**src/rtl/mem_port_arbiter_if.sv**
```systemverilog
// Bus bundle for mem_port_arbiter: data port, fetch port and the RAM side.
// Suffixes are from the arbiter's point of view; slave = arbiter, master = environment.
interface mem_port_arbiter_if #(
  parameter int ADDR_W = 32,
  parameter int DATA_W = 32
);
  logic              d_req_i;
  logic              d_we_i;
  logic [ADDR_W-1:0] d_addr_i;
  logic [DATA_W-1:0] d_wdata_i;
  logic              d_gnt_o;
  logic              d_rvalid_o;
  logic [DATA_W-1:0] d_rdata_o;
  logic              i_req_i;
  logic [ADDR_W-1:0] i_addr_i;
  logic              i_gnt_o;
  logic              i_rvalid_o;
  logic [DATA_W-1:0] i_rdata_o;
  logic              stall_if_o;
  logic              stall_mem_o;
  logic              ram_en_o;
  logic              ram_we_o;
  logic [ADDR_W-1:0] ram_addr_o;
  logic [DATA_W-1:0] ram_wdata_o;
  logic [DATA_W-1:0] ram_rdata_i;

  modport slave (
    input  d_req_i, d_we_i, d_addr_i, d_wdata_i, i_req_i, i_addr_i, ram_rdata_i,
    output d_gnt_o, d_rvalid_o, d_rdata_o, i_gnt_o, i_rvalid_o, i_rdata_o,
           stall_if_o, stall_mem_o, ram_en_o, ram_we_o, ram_addr_o, ram_wdata_o
  );

  modport master (
    output d_req_i, d_we_i, d_addr_i, d_wdata_i, i_req_i, i_addr_i, ram_rdata_i,
    input  d_gnt_o, d_rvalid_o, d_rdata_o, i_gnt_o, i_rvalid_o, i_rdata_o,
           stall_if_o, stall_mem_o, ram_en_o, ram_we_o, ram_addr_o, ram_wdata_o
  );
endinterface

```
**src/rtl/mem_port_arbiter.sv**
```systemverilog
// Shares one single-port sync RAM between the fetch port and the data port (data has priority).
// Optional fetch starvation guard enabled by defining ARB_STARVE_GUARD_EN.
module mem_port_arbiter #(
  parameter int ADDR_W     = 32,
  parameter int DATA_W     = 32,
  parameter int STARVE_MAX = 4
) (
  input  logic              clk,
  input  logic              rst_n,
  mem_port_arbiter_if.slave bus
);

  logic              d_gnt;
  logic              i_gnt;
  logic              fetch_win;
  logic              resp_vld_q, resp_vld_d;
  logic              resp_sel_q, resp_sel_d;
  logic              d_rvalid;
  logic              i_rvalid;
  logic [DATA_W-1:0] d_rdata_q;
  logic [DATA_W-1:0] i_rdata_q;

`ifdef ARB_STARVE_GUARD_EN
  localparam int CLOG_W = $clog2(STARVE_MAX + 1);
  localparam int CNT_W  = (CLOG_W < 3) ? 3 : CLOG_W;

  logic [CNT_W-1:0] starve_q, starve_d;

  assign fetch_win = (starve_q == CNT_W'(STARVE_MAX)) & bus.d_req_i & bus.i_req_i;

  // Counts data grants that overtook a waiting fetch; any fetch grant or idle IF restarts it.
  always_comb begin
    starve_d = starve_q;
    if (i_gnt || !bus.i_req_i) begin
      starve_d = '0;
    end else if (d_gnt) begin
      starve_d = starve_q + 1'b1;
    end
  end

  always_ff @(posedge clk or negedge rst_n) begin
    if (!rst_n) begin
      starve_q <= '0;
    end else begin
      starve_q <= starve_d;
    end
  end
`else
  logic unused_starve_max;

  assign fetch_win         = 1'b0;
  assign unused_starve_max = (STARVE_MAX == 0);
`endif

  // Grants are forced low during reset so no RAM access can start.
  assign d_gnt = rst_n & bus.d_req_i & ~fetch_win;
  assign i_gnt = rst_n & bus.i_req_i & (~bus.d_req_i | fetch_win);

  assign bus.d_gnt_o     = d_gnt;
  assign bus.i_gnt_o     = i_gnt;
  assign bus.stall_mem_o = rst_n & bus.d_req_i & ~d_gnt;
  assign bus.stall_if_o  = rst_n & bus.i_req_i & ~i_gnt;

  assign bus.ram_en_o = d_gnt | i_gnt;
  assign bus.ram_we_o = d_gnt & bus.d_we_i;

  always_comb begin
    bus.ram_addr_o  = '0;
    bus.ram_wdata_o = '0;
    if (d_gnt) begin
      bus.ram_addr_o  = bus.d_addr_i;
      bus.ram_wdata_o = bus.d_wdata_i;
    end else if (i_gnt) begin
      bus.ram_addr_o  = bus.i_addr_i;
    end
  end

  assign resp_vld_d = (d_gnt & ~bus.d_we_i) | i_gnt;
  assign resp_sel_d = d_gnt;

  always_ff @(posedge clk or negedge rst_n) begin
    if (!rst_n) begin
      resp_vld_q <= 1'b0;
      resp_sel_q <= 1'b0;
    end else begin
      resp_vld_q <= resp_vld_d;
      resp_sel_q <= resp_sel_d;
    end
  end

  assign d_rvalid = resp_vld_q & resp_sel_q;
  assign i_rvalid = resp_vld_q & ~resp_sel_q;

  always_ff @(posedge clk or negedge rst_n) begin
    if (!rst_n) begin
      d_rdata_q <= '0;
      i_rdata_q <= '0;
    end else begin
      if (d_rvalid) d_rdata_q <= bus.ram_rdata_i;
      if (i_rvalid) i_rdata_q <= bus.ram_rdata_i;
    end
  end

  // Fresh RAM data is passed through in the rvalid cycle; the capture register holds it afterwards.
  assign bus.d_rvalid_o = d_rvalid;
  assign bus.i_rvalid_o = i_rvalid;
  assign bus.d_rdata_o  = d_rvalid ? bus.ram_rdata_i : d_rdata_q;
  assign bus.i_rdata_o  = i_rvalid ? bus.ram_rdata_i : i_rdata_q;

endmodule

```
**src/flat_wrapper.sv**
```systemverilog
// flat-port wrapper written by rule: the top's interface ports become plain ports
module mem_port_arbiter_flat 
#(
  parameter int ADDR_W     = 32,
  parameter int DATA_W     = 32,
  parameter int STARVE_MAX = 4
)
  (clk, rst_n, bus_d_req_i, bus_d_we_i, bus_d_addr_i, bus_d_wdata_i, bus_i_req_i, bus_i_addr_i, bus_ram_rdata_i, bus_d_gnt_o, bus_d_rvalid_o, bus_d_rdata_o, bus_i_gnt_o, bus_i_rvalid_o, bus_i_rdata_o, bus_stall_if_o, bus_stall_mem_o, bus_ram_en_o, bus_ram_we_o, bus_ram_addr_o, bus_ram_wdata_o);
  mem_port_arbiter_if #(.ADDR_W(ADDR_W), .DATA_W(DATA_W)) bus_i ();
  input  logic clk;
  input  logic rst_n;
  input wire logic [$bits(bus_i.d_req_i)-1:0] bus_d_req_i;
  input wire logic [$bits(bus_i.d_we_i)-1:0] bus_d_we_i;
  input wire logic [$bits(bus_i.d_addr_i)-1:0] bus_d_addr_i;
  input wire logic [$bits(bus_i.d_wdata_i)-1:0] bus_d_wdata_i;
  input wire logic [$bits(bus_i.i_req_i)-1:0] bus_i_req_i;
  input wire logic [$bits(bus_i.i_addr_i)-1:0] bus_i_addr_i;
  input wire logic [$bits(bus_i.ram_rdata_i)-1:0] bus_ram_rdata_i;
  output wire logic [$bits(bus_i.d_gnt_o)-1:0] bus_d_gnt_o;
  output wire logic [$bits(bus_i.d_rvalid_o)-1:0] bus_d_rvalid_o;
  output wire logic [$bits(bus_i.d_rdata_o)-1:0] bus_d_rdata_o;
  output wire logic [$bits(bus_i.i_gnt_o)-1:0] bus_i_gnt_o;
  output wire logic [$bits(bus_i.i_rvalid_o)-1:0] bus_i_rvalid_o;
  output wire logic [$bits(bus_i.i_rdata_o)-1:0] bus_i_rdata_o;
  output wire logic [$bits(bus_i.stall_if_o)-1:0] bus_stall_if_o;
  output wire logic [$bits(bus_i.stall_mem_o)-1:0] bus_stall_mem_o;
  output wire logic [$bits(bus_i.ram_en_o)-1:0] bus_ram_en_o;
  output wire logic [$bits(bus_i.ram_we_o)-1:0] bus_ram_we_o;
  output wire logic [$bits(bus_i.ram_addr_o)-1:0] bus_ram_addr_o;
  output wire logic [$bits(bus_i.ram_wdata_o)-1:0] bus_ram_wdata_o;
  assign bus_i.d_req_i = bus_d_req_i;
  assign bus_i.d_we_i = bus_d_we_i;
  assign bus_i.d_addr_i = bus_d_addr_i;
  assign bus_i.d_wdata_i = bus_d_wdata_i;
  assign bus_i.i_req_i = bus_i_req_i;
  assign bus_i.i_addr_i = bus_i_addr_i;
  assign bus_i.ram_rdata_i = bus_ram_rdata_i;
  assign bus_d_gnt_o = bus_i.d_gnt_o;
  assign bus_d_rvalid_o = bus_i.d_rvalid_o;
  assign bus_d_rdata_o = bus_i.d_rdata_o;
  assign bus_i_gnt_o = bus_i.i_gnt_o;
  assign bus_i_rvalid_o = bus_i.i_rvalid_o;
  assign bus_i_rdata_o = bus_i.i_rdata_o;
  assign bus_stall_if_o = bus_i.stall_if_o;
  assign bus_stall_mem_o = bus_i.stall_mem_o;
  assign bus_ram_en_o = bus_i.ram_en_o;
  assign bus_ram_we_o = bus_i.ram_we_o;
  assign bus_ram_addr_o = bus_i.ram_addr_o;
  assign bus_ram_wdata_o = bus_i.ram_wdata_o;
  mem_port_arbiter #(.ADDR_W(ADDR_W), .DATA_W(DATA_W), .STARVE_MAX(STARVE_MAX)) u_core (.clk(clk), .rst_n(rst_n), .bus(bus_i));
endmodule
```
**config.mk**
```make
export PLATFORM = sky130hd
export DESIGN_NAME = mem_port_arbiter_flat
export DESIGN_NICKNAME = d
export VERILOG_FILES = /design/src/rtl/mem_port_arbiter_if.sv /design/src/rtl/mem_port_arbiter.sv /design/src/flat_wrapper.sv
export SDC_FILE = /design/constraint.sdc
export NUM_CORES = 1
export LEC_CHECK = 0
export ABC_AREA = 0
export CAP_MARGIN = 20
export CORE_MARGIN = 2
export CORE_UTILIZATION = 30
export CTS_CLUSTER_SIZE = 25
export DETAILED_ROUTE_END_ITERATION = 10
export MAX_ROUTING_LAYER = met4
export PLACE_DENSITY = 0.76
export SYNTH_ARGS = -nofsm -noshare
export SYNTH_HDL_FRONTEND = slang
export SYNTH_SLANG_ARGS = --single-unit
```
**constraint.sdc**
```tcl
create_clock -name clk -period 1.7 [get_ports clk]
set_input_delay 0.34 -clock clk [delete_from_list [all_inputs] [get_ports clk]]
set_output_delay 0.34 -clock clk [all_outputs]
set_load 0.01 [all_outputs]
```
# Word level (Yosys, flattened, before mapping)
# Index checks and enable logic that the tools add are counted.
# Widths: inputs -> output; s select.
# classes
shift	0
order_cmp	0
bitwise	14
n_mux	5
n_addsub	0
div	0
n_mul	0
n_reduce_logical	0
eq_ne	0
# ops
cell	count
$mux 32	5
$and 1x1->1	8
$not 1->1	4
$or 1x1->1	2
# totals
mem_count	0
latchBits	0
romBits	0
mem_bits_rw	0
ff_bits	66
out_inout_bits	136

# Logic depth before layout (Yosys ltp)
# logic_depth
ltp_word	4
mapped_depth	5
ltp_nobuf	2

# Worst setup path before layout
# No wires, ideal clock.
# synth_timing
path_type	flip-flop to output port
startpoint	reg u_core.resp_sel_q
endpoint	out bus_i_rdata_o[22]
path_stages_with_launch	5
slack_ns	0.213
path_buffers	2
arrival_ns	1.147
path_cell_list	dfrtp_1 -> nor2b_1 -> buf_2 -> buf_6 -> mux2_2
# synth_between
elab_chain_cells	3
# synth_lines
element	line_no	text
start: declaration	mem_port_arbiter.sv:17	logic resp_sel_q, resp_sel_d;
start signal: assignment	mem_port_arbiter.sv:87	resp_sel_q <= resp_sel_d;
$not 1->1	mem_port_arbiter.sv:92	assign i_rvalid = resp_vld_q & ~resp_sel_q;
$and 1x1->1	mem_port_arbiter.sv:92	
via bus_i_rvalid_o	flat_wrapper.sv:23	output wire logic [$bits(bus_i.i_rvalid_o)-1:0] bus_i_rvalid_o;
$mux 32	mem_port_arbiter.sv:108	assign bus.i_rdata_o = i_rvalid ? bus.ram_rdata_i : i_rdata_q;
end: declaration	flat_wrapper.sv:24	output wire logic [$bits(bus_i.i_rdata_o)-1:0] bus_i_rdata_o;
# The timed path passes the listed nets, and every way through them passes these cells.

# Worst setup path after layout
# layout_timing
startpoint	reg u_core.resp_sel_q
endpoint	out bus_i_rdata_o[0]
# layout_between
elab_chain_cells	3
# layout_lines
element	line_no
$not 1->1	mem_port_arbiter.sv:92
$and 1x1->1	mem_port_arbiter.sv:92
$mux 32	mem_port_arbiter.sv:108
# No other way between the ends.

==> summary.md <==
| Metric | Value |
|---|---|
| Run status | `complete, but fails checks` |
| Violated checks | `negative setup slack` |
| Initial Util | `30.8%` |
| Hold Vio Cnt, Final | `0` |
| Number of global-route vias before repair | `3,688` |
| Worst reg2reg path endpoint | `u_core.i_rdata_q[11]$_DFF_PN0_` |
| Worst setup path startpoint | `u_core.resp_sel_q$_DFF_PN0_` |
| Number of cells on the worst hold path | `3` |
| Worst slew pin tran | `0.845 ns` |
| Relative slew slack | `43.6%` |
| Worst setup path end | `bus_i_rdata_o[0]` |
| Syn Area/Cell | `13.6 sq um` |
| Area Overhead vs Synth | `121%` |
| Post-DP HPWL | `11.2 mm` |
| Post-synth EDFFs | `0` |
| Final Max Slew Viols | `0` |
| Area of the mapped netlist | `around 3200 sq um` |
| Layout net count | `between 600 and 700` |
| Crit path kind | `flop to primary output` |
| CTS root buf | `clkbuf_8` |
| I/O Pins | `269` |
| Synth area leader | `dfrtp_1` |
| Die height | `107 um` |
| Clock latency on the worst-skew pair | `between 0.3 and 0.4 ns` |
| Power, Total | `0.00596 W` |
| First-pass DRT Iterations | `4` |
| CP startpoint kind | `flop` |
| Die area | `roughly 11,000 sq um` |
| Gr ovfl total | `0` |
| Post-synthesis cell type count | `18` |
| Initial antenna violation count | `1` |
| Net Count, Synth | `366` |
| Worst setup EP type | `primary output` |
| DIE WIDTH | `107 um` |
| Largest cells by area after synthesis | `dfrtp_1 (52%), mux2_2 (23%), a32o_1 (7.6%)` |
| CTS H-tree depth | `3` |
| Core outline area | `10,300 sq um` |
| Critical path required time | `1.36 ns` |
| Fin area | `~7000 sq um` |
| Total CTS buffers | `9` |
| Synth async-reset ratio | `100%` |
| Final setup viols | `65` |
| Share of cells above drive strength 1 | `46.4%` |
| Mapped Cells | `233` |
| DRT Wirelength | `15.9 mm` |
| Peak VDD IR | `roughly 0.48 mV` |
| I/O Buffers | `267` |
| Inst Count DP | `624` |
| Main synth FF type | `dfrtp_1` |
| CTS Buffer Depth | `2` |
| Leak | `~3.5 nW` |
| R2R setup slack | `0.15 ns` |
| Clock sinks | `66` |
| DRC Markers | `0` |
| Seq cells post-synth | `66` |
| CP Data Arrival Time | `1.69 ns` |
| R2R depth | `6` |
| Max Clk Rate | `between 400 and 500 MHz` |
| Yosys warning total | `0` |
| RePlAce Congestion | `approximately 1.1` |
| Setup ws final | `-0.330 ns` |
| Initial drt markers | `178` |
| TritonCTS clock tree | `built` |
| Period utilisation layout | `119%` |
| ANT nets after route | `0` |
| Pin count of the biggest net entering global routing | `67` |
| Placed cell area | `approximately 6000 sq um` |
| Setup TNS | `-16.87 ns` |
| Final Instance Count excl. Fillers | `about 680` |
| Rows | `37` |
| Hold Path Class | `primary input to flop` |
| Wire per inst | `23.3 um` |
| Skew final | `approximately 0.0084 ns` |
| Fin crit period | `2.03 ns` |
| Max Fanout on Critical Path | `5` |
| First-pass GRT wire length | `22.5 mm` |
| Max cap viols | `0` |
| Register area share after synthesis | `52.2%` |
| Vias per std cell | `~4.9` |
| Synth top area share | `52.2%` |
| CTS Hold Buffers Added | `0` |
| RSZ-0062 raised after global routing | `yes` |
| Via Count | `3,367` |
| Clock transition at path regs | `0.07 ns` |
| Overall routing resource usage | `27.7%` |
| Crit Reg-Reg Startpoint | `u_core.resp_sel_q$_DFF_PN0_` |
| Placement Setup Slack | `-0.641 ns` |
| Cell Pwr Density | `853 nW/um^2` |
## kinds of logic after synthesis
family	share of synthesized area, %
AO/OA/AOI/OAI	10.9
buffers and inverters	6.13
flip-flops	52.2
multiplexers	22.8
other	0.119
AND/OR/NAND/NOR	7.87
## how the worst min path moves through the flow
stage | start | to
finish | rst_n | u_core.resp_sel_q$_DFF_PN0_
global route | rst_n | u_core.resp_sel_q$_DFF_PN0_
CTS | bus_d_req_i | u_core.resp_sel_q$_DFF_PN0_
detailed placement | u_core.d_rdata_q[2]$_DFF_PN0_ | u_core.d_rdata_q[2]$_DFF_PN0_
global placement | u_core.d_rdata_q[19]$_DFF_PN0_ | u_core.d_rdata_q[19]$_DFF_PN0_
floorplan | rst_n | u_core.d_rdata_q[0]$_DFF_PN0_
## worst max-delay path, stage by stage, from the launching register on
cell,delay (ns)
dfrtp_2,0.44
nor2b_4,0.15
buf_8,0.17
buf_16,0.14
mux2_4,0.32
buf_6,0.13
## layout make-up
type	count	area, sq um
fill	787	3290
clock buffer	11	131
antenna	1	2.50
inverter	2	7.51
sequential	66	1650
clock inverter	5	55.1
multi-input combinational	138	1580
timing repair buffer	323	3390
tap	136	170
## cell usage after synthesis (all sizes together), types with 2 or more instances
cell,n
a32o,32
clkbuf,6
mux2,64
dfrtp,66
and2,3
buf,21
inv,2
and3,34
## flip-flops by register name, indices dropped and copies added, names as in the netlist
| signal | flops |
|---|---|
| u_core.resp_vld_q | 1 |
| u_core.i_rdata_q | 32 |
| u_core.resp_sel_q | 1 |
| u_core.d_rdata_q | 32 |
## report_power, final
group	switching [W]	total, W	internal [W]
logic	0.000995	0.00269	0.00169
clock network	0.000588	0.00126	0.000673
registers	0.000111	0.00201	0.00190
total	0.00169	0.00596	0.00426
## cell usage in the layout, fill, tap and decap left out, types with 9 or more instances in the layout
cell type and instances:
buf_2 27, clkdlybuf4s50_1 128, buf_12 13, dfrtp_1 65
buf_6 84, buf_4 21, and3_1 30, clkbuf_8 9
a32o_1 24, mux2_4 64, dlygate4sd2_1 37
## routing by layer
metal / vias to the layer above / share of wire (%) / track usage (%)
met5: - / 0 / -
met4: 0 / 6.9 / 18.1
met3: 48 / 6.9 / 7.23
met2: 191 / 51 / 46.7
met1: 1635 / 36 / 28.5
li1: 1493 / - / -
## timing repair
action                     in CTS  in global routing
pin swaps                       4                  2
setup endpoints to repair     135                 75
gates cloned                    9                  0
setup buffers                  28                  7
gates resized for setup       582                 33
## metrics by stage
stage,hold slack (ns),util [%]
final,0.486,68.0
after global routing,0.486,68.0
after CTS,0.477,66.4
after detailed placement,0.483,58.5
after global placement,0.477,58.5
after floorplan,0.0444,-
Note: power is estimated with default switching activity, not from simulation.
